**src/rtl/pc_fetch_unit.sv**
```systemverilog
// Fetch program counter with variable-width advance, prioritised redirects
// and a circular return-address stack for call/return prediction.
module pc_fetch_unit #(
  parameter int              XLEN         = 32,
  parameter int              FETCH_WIDTH  = 2,
  parameter logic [XLEN-1:0] RESET_VECTOR = 32'h0000_0000,
  parameter int              RAS_DEPTH    = 8,
  localparam int             CW           = $clog2(FETCH_WIDTH + 1),
  localparam int             RW           = $clog2(RAS_DEPTH)
) (
  input  logic            clk,
  input  logic            reset,
  input  logic [CW-1:0]   advance,
  input  logic            stall,
  input  logic            rob_jmp_write,
  input  logic [XLEN-1:0] rob_jmp_address,
  input  logic            pred_jmp_write,
  input  logic [XLEN-1:0] pred_jmp_address,
  input  logic            ras_push,
  input  logic [XLEN-1:0] ras_push_address,
  input  logic            ras_pop,
  input  logic            ras_flush,
  output logic [XLEN-1:0] address,
  output logic            addr_misaligned,
  output logic [XLEN-1:0] ras_top,
  output logic            ras_empty,
  output logic [RW:0]     ras_count
);

  // No handshake: every request input is a single-cycle event sampled at the
  // rising edge; holding one high for N cycles produces N separate events.

  localparam logic [CW-1:0] FW_C     = CW'(FETCH_WIDTH);
  localparam logic [RW-1:0] TP_ONE   = RW'(1);
  localparam logic [RW:0]   CNT_ONE  = (RW + 1)'(1);
  localparam logic [RW:0]   CNT_FULL = (RW + 1)'(RAS_DEPTH);

  // ---------------------------------------------------------------------------
  // Program counter
  // ---------------------------------------------------------------------------
  logic [XLEN-1:0] pc_q, pc_d;
  logic            mis_q, mis_d;
  logic [CW-1:0]   adv_sat;
  logic [XLEN-1:0] pc_step;

  always_comb begin
    adv_sat = (advance > FW_C) ? FW_C : advance;
    pc_step = {{(XLEN - CW - 2){1'b0}}, adv_sat, 2'b00};
  end

  // ROB redirect outranks the predicted jump; either one outranks stall.
  always_comb begin
    pc_d  = pc_q;
    mis_d = mis_q;
    if (rob_jmp_write) begin
      pc_d  = {rob_jmp_address[XLEN-1:2], 2'b00};
      mis_d = |rob_jmp_address[1:0];
    end else if (pred_jmp_write) begin
      pc_d  = {pred_jmp_address[XLEN-1:2], 2'b00};
      mis_d = |pred_jmp_address[1:0];
    end else if (!stall) begin
      pc_d  = pc_q + pc_step;
    end
  end

  always_ff @(posedge clk or posedge reset) begin
    if (reset) begin
      pc_q  <= RESET_VECTOR;
      mis_q <= 1'b0;
    end else begin
      pc_q  <= pc_d;
      mis_q <= mis_d;
    end
  end

  assign address         = pc_q;
  assign addr_misaligned = mis_q;

  // ---------------------------------------------------------------------------
  // Return-address stack
  // ---------------------------------------------------------------------------
  logic [XLEN-1:0] ras_mem [RAS_DEPTH];
  logic [RW-1:0]   tp_q, tp_d;
  logic [RW:0]     cnt_q, cnt_d;
  logic            ras_we;
  logic [RW-1:0]   ras_widx;
  logic            has_entries;

  assign has_entries = (cnt_q != '0);

  // A push paired with a pop on a non-empty stack replaces the top in place.
  always_comb begin
    tp_d     = tp_q;
    cnt_d    = cnt_q;
    ras_we   = 1'b0;
    ras_widx = tp_q + TP_ONE;
    if (ras_flush) begin
      tp_d  = '0;
      cnt_d = '0;
    end else if (ras_push && ras_pop && has_entries) begin
      ras_we   = 1'b1;
      ras_widx = tp_q;
    end else if (ras_push) begin
      ras_we = 1'b1;
      tp_d   = tp_q + TP_ONE;
      cnt_d  = (cnt_q == CNT_FULL) ? cnt_q : cnt_q + CNT_ONE;
    end else if (ras_pop && has_entries) begin
      tp_d  = tp_q - TP_ONE;
      cnt_d = cnt_q - CNT_ONE;
    end
  end

  always_ff @(posedge clk or posedge reset) begin
    if (reset) begin
      tp_q  <= '0;
      cnt_q <= '0;
    end else begin
      tp_q  <= tp_d;
      cnt_q <= cnt_d;
    end
  end

  // Entry storage carries no reset; cnt alone decides which entries are valid.
  always_ff @(posedge clk) begin
    if (ras_we) begin
      ras_mem[ras_widx] <= ras_push_address;
    end
  end

  assign ras_empty = !has_entries;
  assign ras_count = cnt_q;
  assign ras_top   = has_entries ? ras_mem[tp_q] : '0;

endmodule

```
**config.mk**
```make
export PLATFORM = sky130hd
export DESIGN_NAME = pc_fetch_unit
export DESIGN_NICKNAME = d
export VERILOG_FILES = /design/src/rtl/pc_fetch_unit.sv
export SDC_FILE = /design/constraint.sdc
export NUM_CORES = 1
export LEC_CHECK = 0
export ABC_AREA = 1
export CAP_MARGIN = 20
export CORE_MARGIN = 8
export CORE_UTILIZATION = 36
export DETAILED_ROUTE_END_ITERATION = 6
export PLACE_DENSITY = 0.57
export SLEW_MARGIN = 20
export SYNTH_ARGS = -nofsm -noshare
export SYNTH_HDL_FRONTEND = slang
export SYNTH_SLANG_ARGS = --single-unit
export TNS_END_PERCENT = 100
```
**constraint.sdc**
```tcl
create_clock -name clk -period 3.45 [get_ports clk]
set_input_delay 0.69 -clock clk [delete_from_list [all_inputs] [get_ports clk]]
set_output_delay 0.69 -clock clk [all_outputs]
set_load 0.02 [all_outputs]
```
* After elaboration in Yosys (flattened, before gate mapping)
Memories as Yosys holds them, arrays and structs flattened. Index checks and enable logic that the tools add are counted.
Operators by class: shift-type cells 0, divide/modulo/power cells 0, order comparisons 1, equal/unequal tests 4, multiplexer cells 23, $mul 0, $add $sub $neg 5, reductions and logical operators 11, bitwise operators 0
Operators by type and width (number):
- $mux W32 | 4
- $add A32 B4 Y32 | 1
- $mux W4 | 5
- $mux W3 | 6
- $mux W1 | 7
- $add A4 B1 Y4 const B | 1
- $eq A4 B4 Y1 const B | 1
- $reduce_bool A4 Y1 | 1
- $reduce_or A2 Y1 | 2
- $sub A4 B1 Y4 const B | 1
- $add A3 B1 Y3 const B | 1
- $logic_and A1 B1 Y1 | 3
- $ne A3 B1 Y1 const B | 1
- $ne A3 B3 Y1 const B | 1
- $reduce_and A3 Y1 | 1
- $reduce_bool A3 Y1 | 1
- $sub A3 B1 Y3 const B | 1
- $gt A2 B2 Y1 const B | 1
- $mux W2 | 1
- $ne A2 B2 Y1 const B | 1
- $reduce_and A2 Y1 | 1
- $reduce_bool A2 Y1 | 1
- $logic_not A1 Y1 | 1
Word-level totals: bits in registers 40, ROM bits 0, logic and storage cells 49, output and inout port bits 70, memory bits (writable) 256, memories kept 1, latch bits 0, input port bits 106
Memories:
- ras_mem | depth 8, bits a word 32, read ports 1, clocked after memory_dff 0, write ports 1, RTL line 82 | logic [XLEN-1:0] ras_mem [RAS_DEPTH];

* Depth between registers and ports, before layout
depth in word-level cells 6, depth in mapped cells 13, mapped depth without buffers 13

* Least setup slack after synthesis
Ideal clock, no wire load.
path type reg2reg, from register tp_q[0], to memory ras_mem[0][0] (enable), setup time 421 ps, cell stages (with the launch flop) 9, required time 3029 ps, buffers on the path 3, data arrival time 2803 ps, clock period less this slack 3224 ps, path slack 226 ps, cells stage by stage dfrtp_1 -> buf_4 -> inv_4 -> buf_6 -> buf_6 -> ha_1 -> o21ai_1 -> nand2_1 -> nor2_1
Between the ends: word-level cells in the longest chain between the ends 3
Ends and longest elaborated chain:
- start, declared | RTL line 83 | logic [RW-1:0] tp_q, tp_d;
- start signal, assigned | RTL line 118 | tp_q <= tp_d;
- $add A3 B1 Y3 | RTL line 96 | ras_widx = tp_q + TP_ONE;
- $mux W3 | RTL line 100 | end else if (ras_push && ras_pop && has_entries) begin
- $mux W3 * | RTL line 97 | if (ras_flush) begin
- end, declared | RTL line 82
Mark *: on every way between the ends. The rest lies on a longest branch, timed or not.

* Worst setup path after layout
from register tp_q[0], to output ras_top[11]
Between the ends: word-level cells in the longest chain between the ends 2
Ends and longest elaborated chain:
- $mem_v2 Z8 W32
- $mux W32 | RTL line 132 | assign ras_top = has_entries ? ras_mem[tp_q] : '0;
- end, declared | RTL line 25 | output logic [XLEN-1:0] ras_top,
Every way passes these cells.

==> results.yml <==
timing:
  hold_viol_final: 0
  slew_headroom: 0.407
  period_minus_slack_ns: 3.30
  fmax_ghz: 0.303
  slew_violations: 0
  worst_pin_slew_ns: 0.888
  clock_skew_ns: 0.0179
  fin_tns_setup_ns: 0
  setup_violations: 0
  rsz0062_at_grt: "false"
  period_share: 0.957
min_path:
  hold_path_class: "flip-flop to flip-flop"
cells_and_area:
  final_core_util: 0.462
  syn2layout_area_growth_pct: 27.2
  fin_nets: 1503
  final_cell_mix: "edfxtp_1, nor2_1, clkdlybuf4s50_1"
  final_common_cell: "edfxtp_1"
  drive_above_1_share: 0.0947
  nFillCells: 3374
yosys:
  yosysSeqAreaShare: 0.655
  synth_cell_type_count: 44
  avgSynthCellArea_um2: 10.8
  yosys_warnings: 0
  syn-cell-area_um2: 13200
  async_flop_share: 0.129
  synth_edf_count: 256
  synth_cells: 1216
  synth-seq-cells: 294
  synthFlopType: "edfxtp_1"
placed_design:
  portBuffers: 173
  dpl.hpwl_um: 22400
  gp_congestion: 0.864
grt:
  grt_max_degree: 65
  grt_pass1_wl_um: 57200
  track_usage: 0.165
  grt_overflow: 0
  grt_pass1_vias: 9848
  antenna_found_initial: 0
critical_path:
  crit_path_start_kind: "flip-flop"
  crit_family: "buffers and inverters"
  required_ns: 2.76
  slowest_stage: "clkdlybuf4s50_1"
  worst_path_largest_cell_delay_ns: 0.63
  path_common_cell: "nor2_1"
  crit_path_end_kind: "output pin"
  critPathMaxFanout: 32
  crit_arrival_ns: 2.61
  worstSetupPathType: "flip-flop to output pin"
  path_cells: "inv_6, clkbuf_16, nor2_1, o22ai_1, o21ai_0, nor2_1, clkdlybuf4s50_1"
  worst-path-buf-inv: 3
power:
  p_switching_mw: 4.35
  power_density_nw_per_um2: 742
  p_int_mw: 8.10
  pwr-share-seq: 0.351
  clockPowerShare: 0.296
  vdd_ir_drop_max_v: 0.000527
  p_comb_frac: 0.353
  p_leak_nw: 5.93
  swShare: 0.349
drt:
  drcViolationCount: 0
  antenna_left: 0
  dr_total_vias: 9778
  first_pass_iters: 5
  wl_per_cell_um: 19.2
  drtIter0Drc: 754
  wl_um: 36100
  drt-vias-per-instance: 5.19
clock_network:
  clock-root-buffer: "clkbuf_16"
  clk_pin_slew_ns: 0.06
  cts_hold_buffers: 0
  clk_latency_ns: 0.52
  h-tree-depth: 2
  cts_tree: "built"
  cts_max_path_buffers: 3
  cts_sinks: 294
  cts-buffers-inserted: 34
  cts_setup_buffers: 0
floorplanning:
  start_util: 0.363
  core_um2: 36300
  row_count: 70
  die_area_um2: 43000
  pin_count: 176
  die_w_um: 207
  fp.dieH_um: 207
flow_run:
  maxCapViolations: 0
outcome:
  status: "completed"
## tightest hold or removal path, delay by kind of cell (launching register included)
family / cells / cell delay, ns
flip-flops: 1 / 0.35
AND/OR/NAND/NOR: 2 / 0.13
## layer usage
layer  track usage  vias to the layer above  share of wire
li1              -                     4681              -
met3        0.0300                       58          0.059
met4        0.0478                        0          0.024
met1         0.223                     4695           0.45
met2         0.268                      344           0.47
met5             0                        -              0
## power groups by stage
stage	registers, mW	logic (mW)	clock network (mW)
CTS	4.36	4.42	3.77
global placement	4.43	4.38	0
global route	4.40	4.84	3.88
detailed placement	4.44	4.40	0
finish	4.37	4.40	3.68
floorplan	4.47	2.43	0
## registers in the layout, summed over array words and instances (netlist names)
signal	flops
ras_mem	256
address	30
ras_count	4
tp_q	3
addr_misaligned	1
## final timing paths
kind	slack (ns)	cells after the start	from	end
min in group asynchronous	0.69	2	reset	address[22]
setup reg to reg	0.61	9	ras_count[0]	ras_mem[6][12]
setup / recovery	0.15	7	tp_q[0]	ras_top[11]
hold reg to reg	0.51	2	addr_misaligned	addr_misaligned
max in group asynchronous	2.12	2	reset	tp_q[0]
hold / removal	0.51	2	addr_misaligned	addr_misaligned
## area by class of cell
type	count	area (um^2)	share of cell area
diodes	1	2.50	0.000149
multi-input cells	803	4050	0.241
inverters	53	206	0.0123
clock buffers	39	870	0.0518
flip-flops and latches	294	8640	0.515
clock inverters	23	293	0.0174
repair buffers	203	2130	0.127
well taps	468	586	0.0349
## cell usage after synthesis, types with 10 or more instances
cell      instances  area share
o21ai_0         155       0.059
inv_1            49       0.014
dfrtp_1          38       0.072
nand3_1          44       0.017
nor2_4           10      0.0085
a21oi_1          18      0.0068
o221a_2          12       0.010
edfxtp_1        256        0.58
buf_2            11      0.0042
clkbuf_1         37       0.011
nand2_1         151       0.043
o22ai_1          68       0.032
nor2_1          259       0.074
o21ai_1          19      0.0072
## per-stage QoR
step / power [mW] / cells / instance area, um^2 / hold slack (ns) / worst slack [ns]
2_1_floorplan: 6.90 / 1217 / 13200 / 0.602 / 0.226
3_3_place_gp: 8.81 / 1820 / 15600 / 0.502 / 0.386
3_5_place_dp: 8.84 / 1820 / 15600 / 0.509 / 0.342
4_1_cts: 12.6 / 1882 / 16700 / 0.524 / 0.0272
5_1_grt: 13.1 / 1883 / 16800 / 0.556 / 0.0118
6_report: 12.4 / 1884 / 16800 / 0.511 / 0.149
## timing repair
item	4_1_cts	5_1_grt
gates cloned	0	1
setup endpoints to repair	1	22
gates resized for setup	1	9
hold endpoints to repair	0	0
## logic make-up (layout without fill, tap and decap cells)
family,after synthesis,after routing,share of synthesized area
and+or+nand+nor,495,495,0.162
DFF,294,294,0.655
AOI/OAI and AO/OA,293,293,0.128
buffers and inverters,120,318,0.0427
adders and majority gates,8,8,0.00873
xor gates and xnor gates,5,5,0.00332
other,1,3,0.000284
Note: power is estimated with default switching activity, not from simulation.
